### src/rtl/tug_war_pkg.sv
// Shared types and constants for the tug-of-war match core.
package tug_war_pkg;

    typedef enum logic [1:0] {
        PLAY      = 2'd0,
        ROUND_END = 2'd1,
        MATCH_END = 2'd2
    } state_t;

    localparam logic [1:0] WIN_NONE = 2'b00;
    localparam logic [1:0] WIN_L    = 2'b10;
    localparam logic [1:0] WIN_R    = 2'b01;

    // Fibonacci LFSR x^10 + x^7 + 1: feedback from bits 9 and 6
    localparam int         LFSR_W    = 10;
    localparam logic [9:0] LFSR_SEED = 10'h001;
    localparam logic [9:0] LFSR_TAPS = 10'h240;

endpackage

### src/rtl/key_press_sync.sv
// Synchroniser plus falling-edge detect for one active-low push button.
module key_press_sync #(
    parameter int SYNC_STAGES = 2
) (
    input  logic clk,
    input  logic rst,
    input  logic key,
    output logic press
);

    logic [SYNC_STAGES-1:0] sync_q;
    logic                   prev_q;

    // Preset to released so a key held through reset never counts as a press
    always_ff @(posedge clk) begin
        if (rst) begin
            sync_q <= '1;
            prev_q <= 1'b1;
        end else begin
            sync_q <= {sync_q[SYNC_STAGES-2:0], key};
            prev_q <= sync_q[SYNC_STAGES-1];
        end
    end

    assign press = ~sync_q[SYNC_STAGES-1] & prev_q;

endmodule

### src/rtl/tug_war_match.sv
// Multi-round tug-of-war match core: playfield, scores, round pause, match latch.
// Optional CPU_PLAYER_EN replaces the right key with an LFSR-driven CPU player.
module tug_war_match
    import tug_war_pkg::*;
#(
    parameter int NUM_LEDS    = 9,
    parameter int WIN_ROUNDS  = 7,
    parameter int ROUND_PAUSE = 4,
    parameter int SYNC_STAGES = 2
) (
    input  logic                clk,
    input  logic                rst,
    input  logic                key_l,
    input  logic                key_r,
    input  logic [3:0]          cpu_level,
    output logic [NUM_LEDS-1:0] leds,
    output logic [3:0]          score_l,
    output logic [3:0]          score_r,
    output logic                round_over,
    output logic                match_over,
    output logic [1:0]          winner
);

    localparam int PW  = $clog2(NUM_LEDS);
    localparam int PCW = $clog2(ROUND_PAUSE + 1);

    localparam logic [PW-1:0]       POS_C      = PW'((NUM_LEDS - 1) / 2);
    localparam logic [PW-1:0]       POS_MAX    = PW'(NUM_LEDS - 1);
    localparam logic [NUM_LEDS-1:0] LED_ONE    = NUM_LEDS'(1);
    localparam logic [NUM_LEDS-1:0] LED_C      = LED_ONE << POS_C;
    localparam logic [3:0]          SCORE_LAST = 4'(WIN_ROUNDS - 1);
    localparam logic [PCW-1:0]      PAUSE_LOAD = PCW'(ROUND_PAUSE - 1);

    state_t         state;
    logic [PW-1:0]  pos;
    logic [PW-1:0]  pos_up;
    logic [PW-1:0]  pos_dn;
    logic [PCW-1:0] pause_cnt;
    logic           press_l;
    logic           press_r;

    key_press_sync #(.SYNC_STAGES(SYNC_STAGES)) u_sync_l (
        .clk   (clk),
        .rst   (rst),
        .key   (key_l),
        .press (press_l)
    );

`ifdef CPU_PLAYER_EN
    logic [LFSR_W-1:0] lfsr;
    logic              unused_key_r;

    always_ff @(posedge clk) begin
        if (rst) lfsr <= LFSR_SEED;
        else     lfsr <= {lfsr[LFSR_W-2:0], ^(lfsr & LFSR_TAPS)};
    end

    assign press_r      = (lfsr < {cpu_level, 6'b0});
    assign unused_key_r = key_r;
`else
    logic unused_cpu_level;

    key_press_sync #(.SYNC_STAGES(SYNC_STAGES)) u_sync_r (
        .clk   (clk),
        .rst   (rst),
        .key   (key_r),
        .press (press_r)
    );

    assign unused_cpu_level = ^cpu_level;
`endif

    assign pos_up = pos + PW'(1);
    assign pos_dn = pos - PW'(1);

    // leds is decoded alongside every pos/state change so it stays a pure register
    always_ff @(posedge clk) begin
        if (rst) begin
            state      <= PLAY;
            pos        <= POS_C;
            leds       <= LED_C;
            score_l    <= 4'd0;
            score_r    <= 4'd0;
            pause_cnt  <= '0;
            round_over <= 1'b0;
            match_over <= 1'b0;
            winner     <= WIN_NONE;
        end else begin
            case (state)
                PLAY: begin
                    if (press_l && !press_r) begin
                        if (pos == POS_MAX) begin
                            score_l   <= score_l + 4'd1;
                            pause_cnt <= PAUSE_LOAD;
                            if (score_l == SCORE_LAST) begin
                                state      <= MATCH_END;
                                leds       <= '1;
                                match_over <= 1'b1;
                                winner     <= WIN_L;
                            end else begin
                                state      <= ROUND_END;
                                leds       <= '0;
                                round_over <= 1'b1;
                            end
                        end else begin
                            pos  <= pos_up;
                            leds <= LED_ONE << pos_up;
                        end
                    end else if (press_r && !press_l) begin
                        if (pos == '0) begin
                            score_r   <= score_r + 4'd1;
                            pause_cnt <= PAUSE_LOAD;
                            if (score_r == SCORE_LAST) begin
                                state      <= MATCH_END;
                                leds       <= '1;
                                match_over <= 1'b1;
                                winner     <= WIN_R;
                            end else begin
                                state      <= ROUND_END;
                                leds       <= '0;
                                round_over <= 1'b1;
                            end
                        end else begin
                            pos  <= pos_dn;
                            leds <= LED_ONE << pos_dn;
                        end
                    end
                end
                ROUND_END: begin
                    if (pause_cnt == '0) begin
                        state      <= PLAY;
                        pos        <= POS_C;
                        leds       <= LED_C;
                        round_over <= 1'b0;
                    end else begin
                        pause_cnt <= pause_cnt - PCW'(1);
                    end
                end
                MATCH_END: ;
                default: state <= PLAY;
            endcase
        end
    end

endmodule

### config.mk
export PLATFORM = sky130hd
export DESIGN_NAME = tug_war_match
export DESIGN_NICKNAME = d
export VERILOG_FILES = /design/src/rtl/tug_war_pkg.sv /design/src/rtl/key_press_sync.sv /design/src/rtl/tug_war_match.sv
export SDC_FILE = /design/constraint.sdc
export NUM_CORES = 1
export LEC_CHECK = 0
export CAP_MARGIN = 25
export CORE_MARGIN = 1.5
export CORE_UTILIZATION = 55
export DETAILED_ROUTE_END_ITERATION = 6
export PLACE_DENSITY = 0.8
export SETUP_SLACK_MARGIN = 0.5
export SLEW_MARGIN = 20
export SYNTH_ARGS = -nofsm -noshare
export SYNTH_HDL_FRONTEND = slang
export SYNTH_SLANG_ARGS = --single-unit
export TNS_END_PERCENT = 1
### constraint.sdc
create_clock -name clk -period 2.7 [get_ports clk]
set_input_delay 0.54 -clock clk [delete_from_list [all_inputs] [get_ports clk]]
set_output_delay 0.54 -clock clk [all_outputs]
set_load 0.01 [all_outputs]
# Word level (Yosys, flattened, before mapping)
# Cells that the tools add are included.
# totals
regBits	36
output_inout_bits	21
elab_cells	109
# op_classes
add_sub_neg	5
n_eq_ne	16
shifts	2
muxes	48
bitwise	6
reduce_logical	19
# ops
operator	count
9-bit two-way mux	7
2-bit two-way mux	13
3-bit != test (second input constant)	7
4-bit two-way mux	5
9-bit one-hot mux with 2 select lines	1
1-bit by 4-bit left shift with 9-bit output (first input constant)	2
3-bit two-way mux	5
5-bit AND reduction	3
1-bit two-way mux	13
4-bit by 1-bit adder with 4-bit output (second input constant)	3
4-bit by 3-bit equality test with 1-bit output (second input constant)	2
4-bit one-hot mux with 2 select lines	1
2-bit nonzero test	4
7-bit AND reduction	1
2-bit one-hot mux with 3 select lines	1
3-bit one-hot mux with 2 select lines	1
3-bit AND reduction	2
6-bit AND reduction	1
4-bit equality test (second input constant)	1
4-bit zero test	1
2-bit by 1-bit != test with 1-bit output (second input constant)	2
2-bit != test (second input constant)	2
1-bit NOT	4
4-bit AND reduction	1
other kinds (10)	13

# Depth between registers and ports, before layout
# Gate-level depths: netlist (run 1).
# logic_depth
depth_word	7
mapped_depth	9
mapped_depth_nobuf	7

# Cells and area by module
# From an unflattened synthesis (run 1), not the netlist that was laid out.
# unflattened
hier_cells	274
hier_area_um2	2379.8
# by_module_without_submodules
module	instances	cells_per_inst	area_each_um2	seq_area_each_um2
tug_war_match	1	260	2209.6	600.6
key_press_sync	2	7	85.1	60.1

# Worst setup path after synthesis (run 1)
# Ideal clock, no wire load.
# synth_timing
kind	register to register
from	register pos[0]
to	register pause_cnt[2]
setup_ns	0.070
t_arrival_ns	1.997
slack_ns	0.632
stages_incl_launch_ff	10
path_buffers	2
synth_period_minus_slack_ns	2.068
cell_sequence	dfxtp_1 clkbuf_1 inv_1 ha_1 nor2b_1 clkbuf_1 a21boi_1 a22oi_1 a21bo_2 a21oi_1
# synth_between
elab_chain_len	3
# synth_rtl
item	line	source
start, declared	tug_war_match.sv:35	logic [PW-1:0] pos;
start signal, assigned	tug_war_match.sv:106	pos <= pos_up;
start signal, assigned	tug_war_match.sv:124	pos <= pos_dn;
4-bit equality test / 4-bit zero test (equally long branches)	tug_war_match.sv:92, tug_war_match.sv:110	
3-bit != test (no line)	-	
5-bit AND reduction (no line) *	-	
end signal, assigned	tug_war_match.sv:136	pause_cnt <= pause_cnt - PCW'(1);
end, declared	tug_war_match.sv:38	logic [PCW-1:0] pause_cnt;
# Mark *: on every way between the ends. The rest lies on a longest branch, timed or not.
# A chain may end at the register's enable or synchronous reset.

# Final worst setup path (run 1)
# layout_timing
from	register pos[0]
to	register score_r[1]
# layout_between
elab_chain_len	2
# layout_rtl
item	line	source
4-bit zero test	tug_war_match.sv:110	if (pos == '0) begin
4-bit AND reduction (no line)	-	
end signal, assigned	tug_war_match.sv:111	score_r <= score_r + 4'd1;
end, declared	tug_war_match.sv:18	output logic [3:0] score_r,
# No other way between the ends.

==> results.json, run 1 <==
{
  "worst-r2r-cell-count": 7,
  "cts_buffer_depth": 2,
  "clock-sinks": 36,
  "layout_min_cycle_time_ns": 2.09,
  "vdd_ir_drop_max_mv": 0.320,
  "p_seq_share_pct": 46.0,
  "clk_latency_ns": 0.29,
  "placeableCoreArea_mm2": 0.00374,
  "syn_area_mm2": 0.00220,
  "yosysWarnings": 0,
  "antenna_found_initial": 0,
  "rows": 22,
  "yosys.area_share.simple_pct": 25.5,
  "final_max_slew_viol_count": 0,
  "clkPwrFrac_pct": 32.3,
  "initial_core_util_pct": 58.8,
  "dpl.hpwl_um": 3570,
  "cts_tree": "built",
  "cap_violations": 0,
  "grt_remaining_overflow": 0,
  "setup_violations": 0,
  "wl_per_cell_um": 14.9,
  "whs_path_depth": 1,
  "synth.area.mux_share_pct": 0.455,
  "synthCells": 269,
  "hold_buffers": 0,
  "p_switching_uw": 375,
  "design.die.area_mm2": 0.00439,
  "synth-compound-area-share_pct": 24.2,
  "grt_setup_unrepaired": "true",
  "die_h_um": 66.2,
  "total_power_uw": 1250,
  "relSlewSlack_pct": 61.6,
  "synth_xor_area_share_pct": 3.19,
  "grt_usage_pct": 24.5,
  "pre_cts_ws_ns": 0.579,
  "seq_area_frac_synth_pct": 32.8,
  "seq_area_um2": 721,
  "hold_path_class": "flop to flop",
  "netlist.area_leader.share_pct": 32.8,
  "die_w_um": 66.2,
  "fin_area_mm2": 0.00261,
  "tns_ns": 0,
  "place_congestion": 0.937,
  "crit_arrival_ns": 2.30,
  "cts_root_buffer": "clkbuf_8",
  "drtPass1Iterations": 5,
  "multi_input_area_mm2": 0.00137,
  "comb_power_share_pct": 21.7,
  "diodes": 0,
  "areaGrowthSynthToFinish_pct": 18.8,
  "skew_ns": 0.00666,
  "synth_fa_ha_area_share_pct": 7.96,
  "place_area_mm2": 0.00249,
  "ys_ff_latch": 36,
  "critical_path_class": "flop to flop",
  "fin_nets": 313,
  "intPower_uw": 872,
  "htreeDepth": 2,
  "status": "completed",
  "synth_edf_count": 0,
  "power.density_mw_per_mm2": 477,
  "postSynthAreaPerCell_um2": 8.18,
  "ant_nets": 0,
  "max_freq_ghz": 0.478,
  "grt_pass1_wl_um": 8360,
  "num_vias": 2050,
  "cts-buffers-inserted": 5,
  "synth_top_flop_cell": "dfxtp_1",
  "swShare_pct": 30.1,
  "synth_top_family_by_area": "simple AND/OR/NAND/NOR gates",
  "grt_pass1_vias": 1783,
  "fill_cells": 318,
  "worstPathRequired_ns": 2.91,
  "synth_top_cell_by_area": "dfxtp_1",
  "drtIter0Drc": 216,
  "syn_nets": 291,
  "port_buffers": 24,
  "worst_pin_slew_ns": 0.574,
  "start_kind": "flop",
  "totalWireLength_um": 5070,
  "synth_area_leaders": "dfxtp_1 (33%), ha_1 (8.0%), a21oi_1 (6.8%)",
  "yosysUniqueCellTypes": 51,
  "cp-end-kind": "flop",
  "drc_errors": 0,
  "grt_max_degree": 27,
  "fin_util_pct": 69.8,
  "cts.clk_slew.worst_paths_ns": 0.08,
  "fin_crit_sh_pct": 77.5,
  "synth-async-reset-ratio_pct": 0,
  "setup_slack_ns": 0.606,
  "io_pins": 29,
  "post_drt_via_cell_ratio": 6.03,
  "drive_gt1_share_pct": 11.6,
  "crit_fanout": 11,
  "hold_viol": 0,
  "power_leakage_uw": 0.000964
}
## per-stage QoR
stage / cells / hold WS, ns
final: 340 / 0.423
after global routing: 340 / 0.440
after CTS: 338 / 0.425
after detailed placement: 330 / 0.404
after global placement: 330 / 0.392
after floorplan: 269 / 0.389
## sequential cells by signal (all words and copies together), names as in the netlist
register / cells
u_sync_l.sync_q: 2
u_sync_r.prev_q: 1
match_over: 1
state: 2
score_r: 4
score_l: 4
u_sync_r.sync_q: 2
pos: 4
pause_cnt: 3
winner: 2
leds: 9
round_over: 1
u_sync_l.prev_q: 1
## cell type report
| type | instances | share of cell area [%] |
|---|---|---|
| multi-input combinational | 202 | 52.3 |
| sequential | 36 | 27.6 |
| timing repair buffer | 34 | 12.5 |
| clock buffer | 7 | 3.30 |
| tap | 48 | 2.30 |
| inverter | 12 | 1.72 |
| clock inverter | 1 | 0.287 |
## synth_stat cells, types with 4 or more instances
| library cell | instances |
|---|---|
| nor2_1 | 22 |
| inv_1 | 12 |
| nand3_1 | 9 |
| xor2_1 | 6 |
| nor2b_1 | 7 |
| or2_2 | 6 |
| nand4_1 | 4 |
| nand2b_1 | 5 |
| a31oi_1 | 5 |
| o21ai_0 | 12 |
| clkbuf_1 | 12 |
| nor3_1 | 5 |
| o2bb2ai_1 | 5 |
| ha_1 | 14 |
| nor3b_1 | 5 |
| buf_2 | 4 |
| a32oi_1 | 5 |
| dfxtp_1 | 36 |
| a21oi_1 | 30 |
| nand2_1 | 11 |
| o31ai_1 | 4 |
## routing by layer
metal  part of all wire [%]  GRT usage, %  vias to the layer above
li1                       -             -                     1022
met1                     47          34.3                      951
met2                     47          38.4                       73
met3                    5.5          5.11                        4
met4                   0.57          5.87                        0
met5                      0             0                        -
## power groups by stage
stage / Combinational, uW / Sequential (uW) / Clock, uW
2_1_floorplan: 190 / 579 / 0
3_3_place_gp: 257 / 584 / 0
3_5_place_dp: 261 / 585 / 0
6_report: 270 / 573 / 403
5_1_grt: 297 / 577 / 439
4_1_cts: 263 / 573 / 408
## cell families (layout without fill, tap and decap cells)
family,Yosys count,count (layout)
flip-flops,36,36
buffers and inverters,31,54
XOR/XNOR,8,8
adder cells (fa/ha/maj),14,14
AND/OR/NAND/NOR,97,97
multiplexers,1,1
AO/OA/AOI/OAI,82,82
## layout by cell type (no fill, tap or decap), types with 4 or more instances in the layout
cell             Yosys  routed
clkbuf_8             0       6
xor2_1               6       6
a21oi_1             30      30
nor2_1              22      22
nor3_1               5       5
nand4_1              4       4
dfxtp_1             36      36
o31ai_1              4       4
nand2b_1             5       5
clkdlybuf4s50_1      0      24
ha_1                14      14
inv_1               12      12
nor2b_1              7       7
o2bb2ai_1            5       5
nor3b_1              5       4
or2_2                6       6
o21ai_1              3       4
nand3_1              9       9
nand2_1             11      11
o21ai_0             12      11
a32oi_1              5       5
a31oi_1              5       5
buf_4                0       9
## repair_timing
action,CTS,global route
endpoints found under the hold margin,0,0
setup endpoints to repair,0,15
gates resized for setup,0,4
setup buffers,0,2
## worst paths after layout
path                        endpoint  slack, ns               start
setup / recovery          score_r[1]       0.61              pos[0]
setup reg to reg          score_r[1]       0.61              pos[0]
hold / removal    u_sync_r.sync_q[1]       0.42  u_sync_r.sync_q[0]
hold reg to reg   u_sync_r.sync_q[1]       0.42  u_sync_r.sync_q[0]
## critical path, cell delays in order (launching register included)
cell and delay [ns]:
dfxtp_1 0.41, inv_1 0.15, ha_1 0.25, or4b_4 0.53
nor3b_4 0.28, buf_4 0.16, nor2_1 0.03, a211oi_1 0.19
Power figures use the tool's default switching activity.
==> run 2: changes to the inputs <==
Settings changed: CORE_UTILIZATION 55 to 50, PLACE_DENSITY 0.8 to 0.76.
Clock period 2.7 ns to 1.75 ns, I/O delays scaled along.
==> results.json, run 2 (synthesis gave the netlist of run 1 again) <==
{
  "setup_violations": 14,
  "stdcell_count": 378,
  "hold_buffers": 0,
  "clk_latency_ns": 0.29,
  "areaGrowthSynthToFinish_pct": 41.1,
  "vdd_ir_drop_max_mv": 0.543,
  "wl_per_cell_um": 16.8,
  "timing.critical_path.mode_cell": "buf_4",
  "fin_area_mm2": 0.00310,
  "grt_pass1_wl_um": 10200,
  "rows": 23,
  "drtIter0Drc": 281,
  "crit_buf_inv": 3,
  "drc_errors": 0,
  "start_kind": "flop",
  "cts.clk_slew.worst_paths_ns": 0.08,
  "placeableCoreArea_mm2": 0.00412,
  "max_freq_ghz": 0.543,
  "cp_slowest_cell": "or4b_4",
  "crit_fanout": 4,
  "seq_area_um2": 737,
  "worst_pin_slew_ns": 0.432,
  "final_cell_mix": "buf_4 (40), dfxtp_1 (27), a21oi_1 (25), nor2_1 (20), o21ai_0 (12)",
  "grt_remaining_overflow": 0,
  "critical_path.max_stage_delay_ns": 0.49,
  "diodes": 0,
  "io_pins": 29,
  "status": "finished with violations",
  "p_switching_uw": 635,
  "cts_tree": "built",
  "num_vias": 2260,
  "grt_max_degree": 23,
  "grt_setup_unrepaired": "true",
  "fin_crit_sh_pct": 105,
  "design.die.area_mm2": 0.00481,
  "fill_cells": 307,
  "crit_arrival_ns": 2.03,
  "place_congestion": 0.886,
  "antenna_found_initial": 0,
  "critical_path_class": "flop to flop",
  "swShare_pct": 31.4,
  "total_power_uw": 2020,
  "cp-end-kind": "flop",
  "reg2reg_from": "pos[1]",
  "place_area_mm2": 0.00276,
  "hold_path_class": "flop to flop",
  "final_max_slew_viol_count": 0,
  "dp_cells": 366,
  "final_common_cell": "buf_4",
  "top_register": "leds",
  "die_w_um": 69.3,
  "totalWireLength_um": 6360,
  "drive_gt1_share_pct": 35.7,
  "largest_reg_flops": 9,
  "cts_root_buffer": "clkbuf_8",
  "setup_slack_ns": -0.0926,
  "dpl.hpwl_um": 4120,
  "pre_cts_ws_ns": -0.161,
  "post_drt_via_cell_ratio": 5.98,
  "port_buffers": 24,
  "cts_buffer_depth": 2,
  "comb_power_share_pct": 28.8,
  "crit_start": "pos[1]",
  "cp_top_family": "simple AND/OR/NAND/NOR gates",
  "initial_core_util_pct": 53.5,
  "cap_violations": 0,
  "power.density_mw_per_mm2": 651,
  "worstPathRequired_ns": 1.94,
  "drtPass1Iterations": 4,
  "ant_nets": 0,
  "clkPwrFrac_pct": 28.2,
  "crit_chain": "inv_2 > ha_4 > or4b_4 > buf_4 > o2bb2ai_4 > buf_4 > o21ai_0 > o31ai_1 > nand2_1",
  "grt_usage_pct": 25.9,
  "p_seq_share_pct": 43.0,
  "grt_pass1_vias": 2164,
  "violations": "negative setup slack",
  "skew_ns": 0.00639,
  "clock-sinks": 36,
  "intPower_uw": 1390,
  "fin_nets": 350,
  "layout_min_cycle_time_ns": 1.84,
  "power_leakage_uw": 0.00128,
  "relSlewSlack_pct": 71.1,
  "htreeDepth": 2,
  "cts-buffers-inserted": 5,
  "hold_viol": 0,
  "min-delay-start": "u_sync_l.sync_q[0]",
  "multi_input_area_mm2": 0.00156,
  "die_h_um": 69.3
}
==> run 2: cell count changes in the layout (fill, tap and decap cells not counted), sizes merged <==
cell,previous run,this run
buf,10,51
clkdlybuf4s50,24,4
clkdlybuf4s15,0,8
clkbuf,7,9
dlygate4sd2,0,2
dlymetal6s2s,0,2
clkinv,0,1
==> run 2: final cells by class <==
cell class,instances,area share (%)
flip-flops and latches,36,23.7
multi-input cells,202,50.3
clock buffers,5,2.22
clock inverters,2,0.403
well taps,50,2.02
inverters,12,1.45
repair buffers,71,19.9
==> run 2: final timing paths <==
check	slack [ns]	cells past startpoint	end
min reg2reg	0.41	1	u_sync_l.sync_q[1]
max reg2reg	-0.09	9	pos[2]
max	-0.09	9	pos[2]
min	0.41	1	u_sync_l.sync_q[1]
==> run 2: layer usage <==
layer  up-vias  wire, um  GRT usage, %
met4         0       146          9.80
met1      1052      2490          30.9
met5         -         0             0
li1       1095         -             -
met3        13       433          4.94
met2       100      3290          45.8
==> run 2: power groups by stage <==
stage	combinational (uW)	sequential (uW)	clock, uW
2_1_floorplan	300	894	0
3_3_place_gp	491	884	0
3_5_place_dp	502	886	0
4_1_cts	541	868	577
5_1_grt	633	873	616
6_report	582	870	570
==> run 2: worst register-to-register path, stage by stage, from the launching register on <==
cell,delay [ns]
dfxtp_2,0.33
inv_2,0.07
ha_4,0.16
or4b_4,0.49
buf_4,0.18
o2bb2ai_4,0.14
buf_4,0.13
o21ai_0,0.08
o31ai_1,0.08
nand2_1,0.07
==> run 2: repair_timing <==
action | 4_1_cts | 5_1_grt
setup buffers | 1 | 4
pin swaps | 11 | 19
gates resized for setup | 61 | 48
setup endpoints to repair | 56 | 51
==> run 2: metrics by stage <==
stage	setup TNS [ns]	hold WS, ns	utilization (%)
detailed placement	-2.22	0.398	67.1
global placement	-1.43	0.390	67.1
global route	-2.20	0.426	75.4
finish	-0.651	0.413	75.4
CTS	-0.588	0.415	71.8
floorplan	-1.58	0.389	-
==> run 3: changes to the inputs <==
Settings changed: ABC_AREA set to 0, GPL_TIMING_DRIVEN set to 0.
==> results.json, run 3 (synthesis gave the netlist of run 1 again) <==
{
  "largest_reg_flops": 9,
  "p_seq_share_pct": 40.9,
  "whs_path_depth": 1,
  "areaGrowthSynthToFinish_pct": 29.6,
  "cts_tree": "built",
  "layout_min_cycle_time_ns": 1.98,
  "critical_path_class": "flop to flop",
  "skew_ns": 0.0116,
  "clkPwrFrac_pct": 35.1,
  "status": "finished with violations",
  "grt_remaining_overflow": 0,
  "worstPathRequired_ns": 1.97,
  "cts.clk_slew.worst_paths_ns": 0.07,
  "whs_endpoint": "u_sync_l.sync_q[1]",
  "die_h_um": 69.3,
  "grt_usage_pct": 24.7,
  "final_common_cell": "dfxtp_1",
  "setup_violations": 20,
  "totalWireLength_um": 5970,
  "initial_core_util_pct": 53.5,
  "design.die.area_mm2": 0.00481,
  "cts_buffer_depth": 2,
  "start_kind": "flop",
  "crit_chain": "nor2b_4 > ha_4 > or3_4 > buf_6 > o2bb2ai_4 > or2_1 > nand3b_1 > a21oi_2",
  "dpl.hpwl_um": 3890,
  "swShare_pct": 30.6,
  "antenna_found_initial": 0,
  "cts_root_buffer": "clkbuf_8",
  "critical_path.max_stage_delay_ns": 0.33,
  "cp-end-kind": "flop",
  "reg2reg_slack_ns": -0.23,
  "htreeDepth": 2,
  "grt_max_degree": 13,
  "port_buffers": 23,
  "drtIter0Drc": 208,
  "cap_violations": 0,
  "drtPass1Iterations": 4,
  "worst_pin_slew_ns": 0.527,
  "min-delay-start": "u_sync_l.sync_q[0]",
  "clk_latency_ns": 0.29,
  "relSlewSlack_pct": 64.9,
  "placeableCoreArea_mm2": 0.00412,
  "cp_slowest_cell": "or3_4",
  "drive_gt1_share_pct": 26.1,
  "power.density_mw_per_mm2": 751,
  "rows": 23,
  "fin_crit_sh_pct": 113,
  "clock-sinks": 36,
  "crit_start": "u_sync_l.prev_q",
  "tns_ns": -2.09,
  "final_cell_mix": "dfxtp_1 (30), a21oi_1 (28), nor2_1 (21)",
  "final_max_slew_viol_count": 0,
  "cts-buffers-inserted": 5,
  "top_register": "leds",
  "die_w_um": 69.3,
  "power_leakage_uw": 0.00112,
  "place_congestion": 0.922,
  "violations": "negative setup slack",
  "comb_power_share_pct": 24.0,
  "wl_per_cell_um": 16.8,
  "diodes": 0,
  "hold_path_class": "flop to flop",
  "drc_errors": 0,
  "fin_nets": 327,
  "max_freq_ghz": 0.505,
  "hold_buffers": 0,
  "crit_fanout": 7,
  "worst-r2r-cell-count": 8,
  "ant_nets": 0,
  "intPower_uw": 1490,
  "crit_arrival_ns": 2.20,
  "grt_pass1_vias": 2006,
  "vdd_ir_drop_max_mv": 0.467,
  "p_switching_uw": 656,
  "grt_pass1_wl_um": 9670,
  "stdcell_count": 356,
  "post_drt_via_cell_ratio": 6.05,
  "total_power_uw": 2140,
  "grt_setup_unrepaired": "true",
  "worstReg2RegEnd": "pos[3]",
  "hold_viol": 0,
  "io_pins": 29,
  "num_vias": 2155,
  "setup_slack_ns": -0.230,
  "dp_cells": 342,
  "reg2reg_from": "u_sync_l.prev_q",
  "fin_util_pct": 69.3
}
==> run 3: changes by cell type in the layout (fill, tap and decap cells not counted), moves of 3 or more <==
cell and delta:
dfxtp_1 +3, a21oi_2 -3, buf_4 -33, clkbuf_2 +5, clkdlybuf4s15_2 +3, clkbuf_1 +7
buf_6 -4, a21oi_1 +3
==> run 3: worst max path at each step <==
stage	to	slack, ns	depth (start not counted)
CTS	pos[2]	-0.19	8
finish	pos[3]	-0.23	8
global placement	leds[1]	-0.57	8
global route	pause_cnt[1]	-0.32	7
floorplan	pos[2]	-0.14	8
detailed placement	leds[1]	-0.60	8
==> run 3: timing repair <==
| action | in CTS | in global routing |
|---|---|---|
| setup buffers | 5 | 1 |
| setup endpoints to repair | 51 | 51 |
| gates resized for setup | 66 | 32 |
| pin swaps | 9 | 12 |
==> run 3: critical path, delay by kind of cell (launching register included) <==
| kind | cells | cell delay [ns] |
|---|---|---|
| flip-flops | 1 | 0.31 |
| AO/OA/AOI/OAI | 2 | 0.30 |
| AND/OR/NAND/NOR | 4 | 0.94 |
| adder cells (fa/ha/maj) | 1 | 0.23 |
| buffers and inverters | 1 | 0.13 |
==> run 3: power by group through the flow <==
stage               clock, uW  combinational [uW]  sequential (uW)
floorplan                   0                 300              894
global placement            0                 415              890
detailed placement          0                 422              891
CTS                       753                 480              873
global route              790                 558              879
finish                    751                 515              876
==> run 3: cell type report <==
type / instances / area (um2)
plain buffers: 19 / 111
clock buffers: 5 / 68.8
clock inverters: 3 / 42.5
fillers: 349 / 1260
inverters: 12 / 52.6
multi-input cells: 202 / 1530
flip-flops and latches: 36 / 731
well taps: 50 / 62.6
repair buffers: 29 / 254
==> run 3: stage by stage <==
step | hold slack [ns] | cell area [um2] | worst slack [ns]
floorplan | 0.389 | 2210 | -0.137
global placement | 0.395 | 2510 | -0.574
detailed placement | 0.398 | 2510 | -0.600
CTS | 0.419 | 2800 | -0.191
global route | 0.422 | 2850 | -0.317
finish | 0.416 | 2850 | -0.230
==> run 3: per-layer routing <==
layer	routed length, um	GRT usage, %	vias up
li1	-	-	1040
met1	2520	31.5	1029
met2	2990	41.6	75
met3	351	4.51	11
met4	112	9.37	0
met5	0	0	-
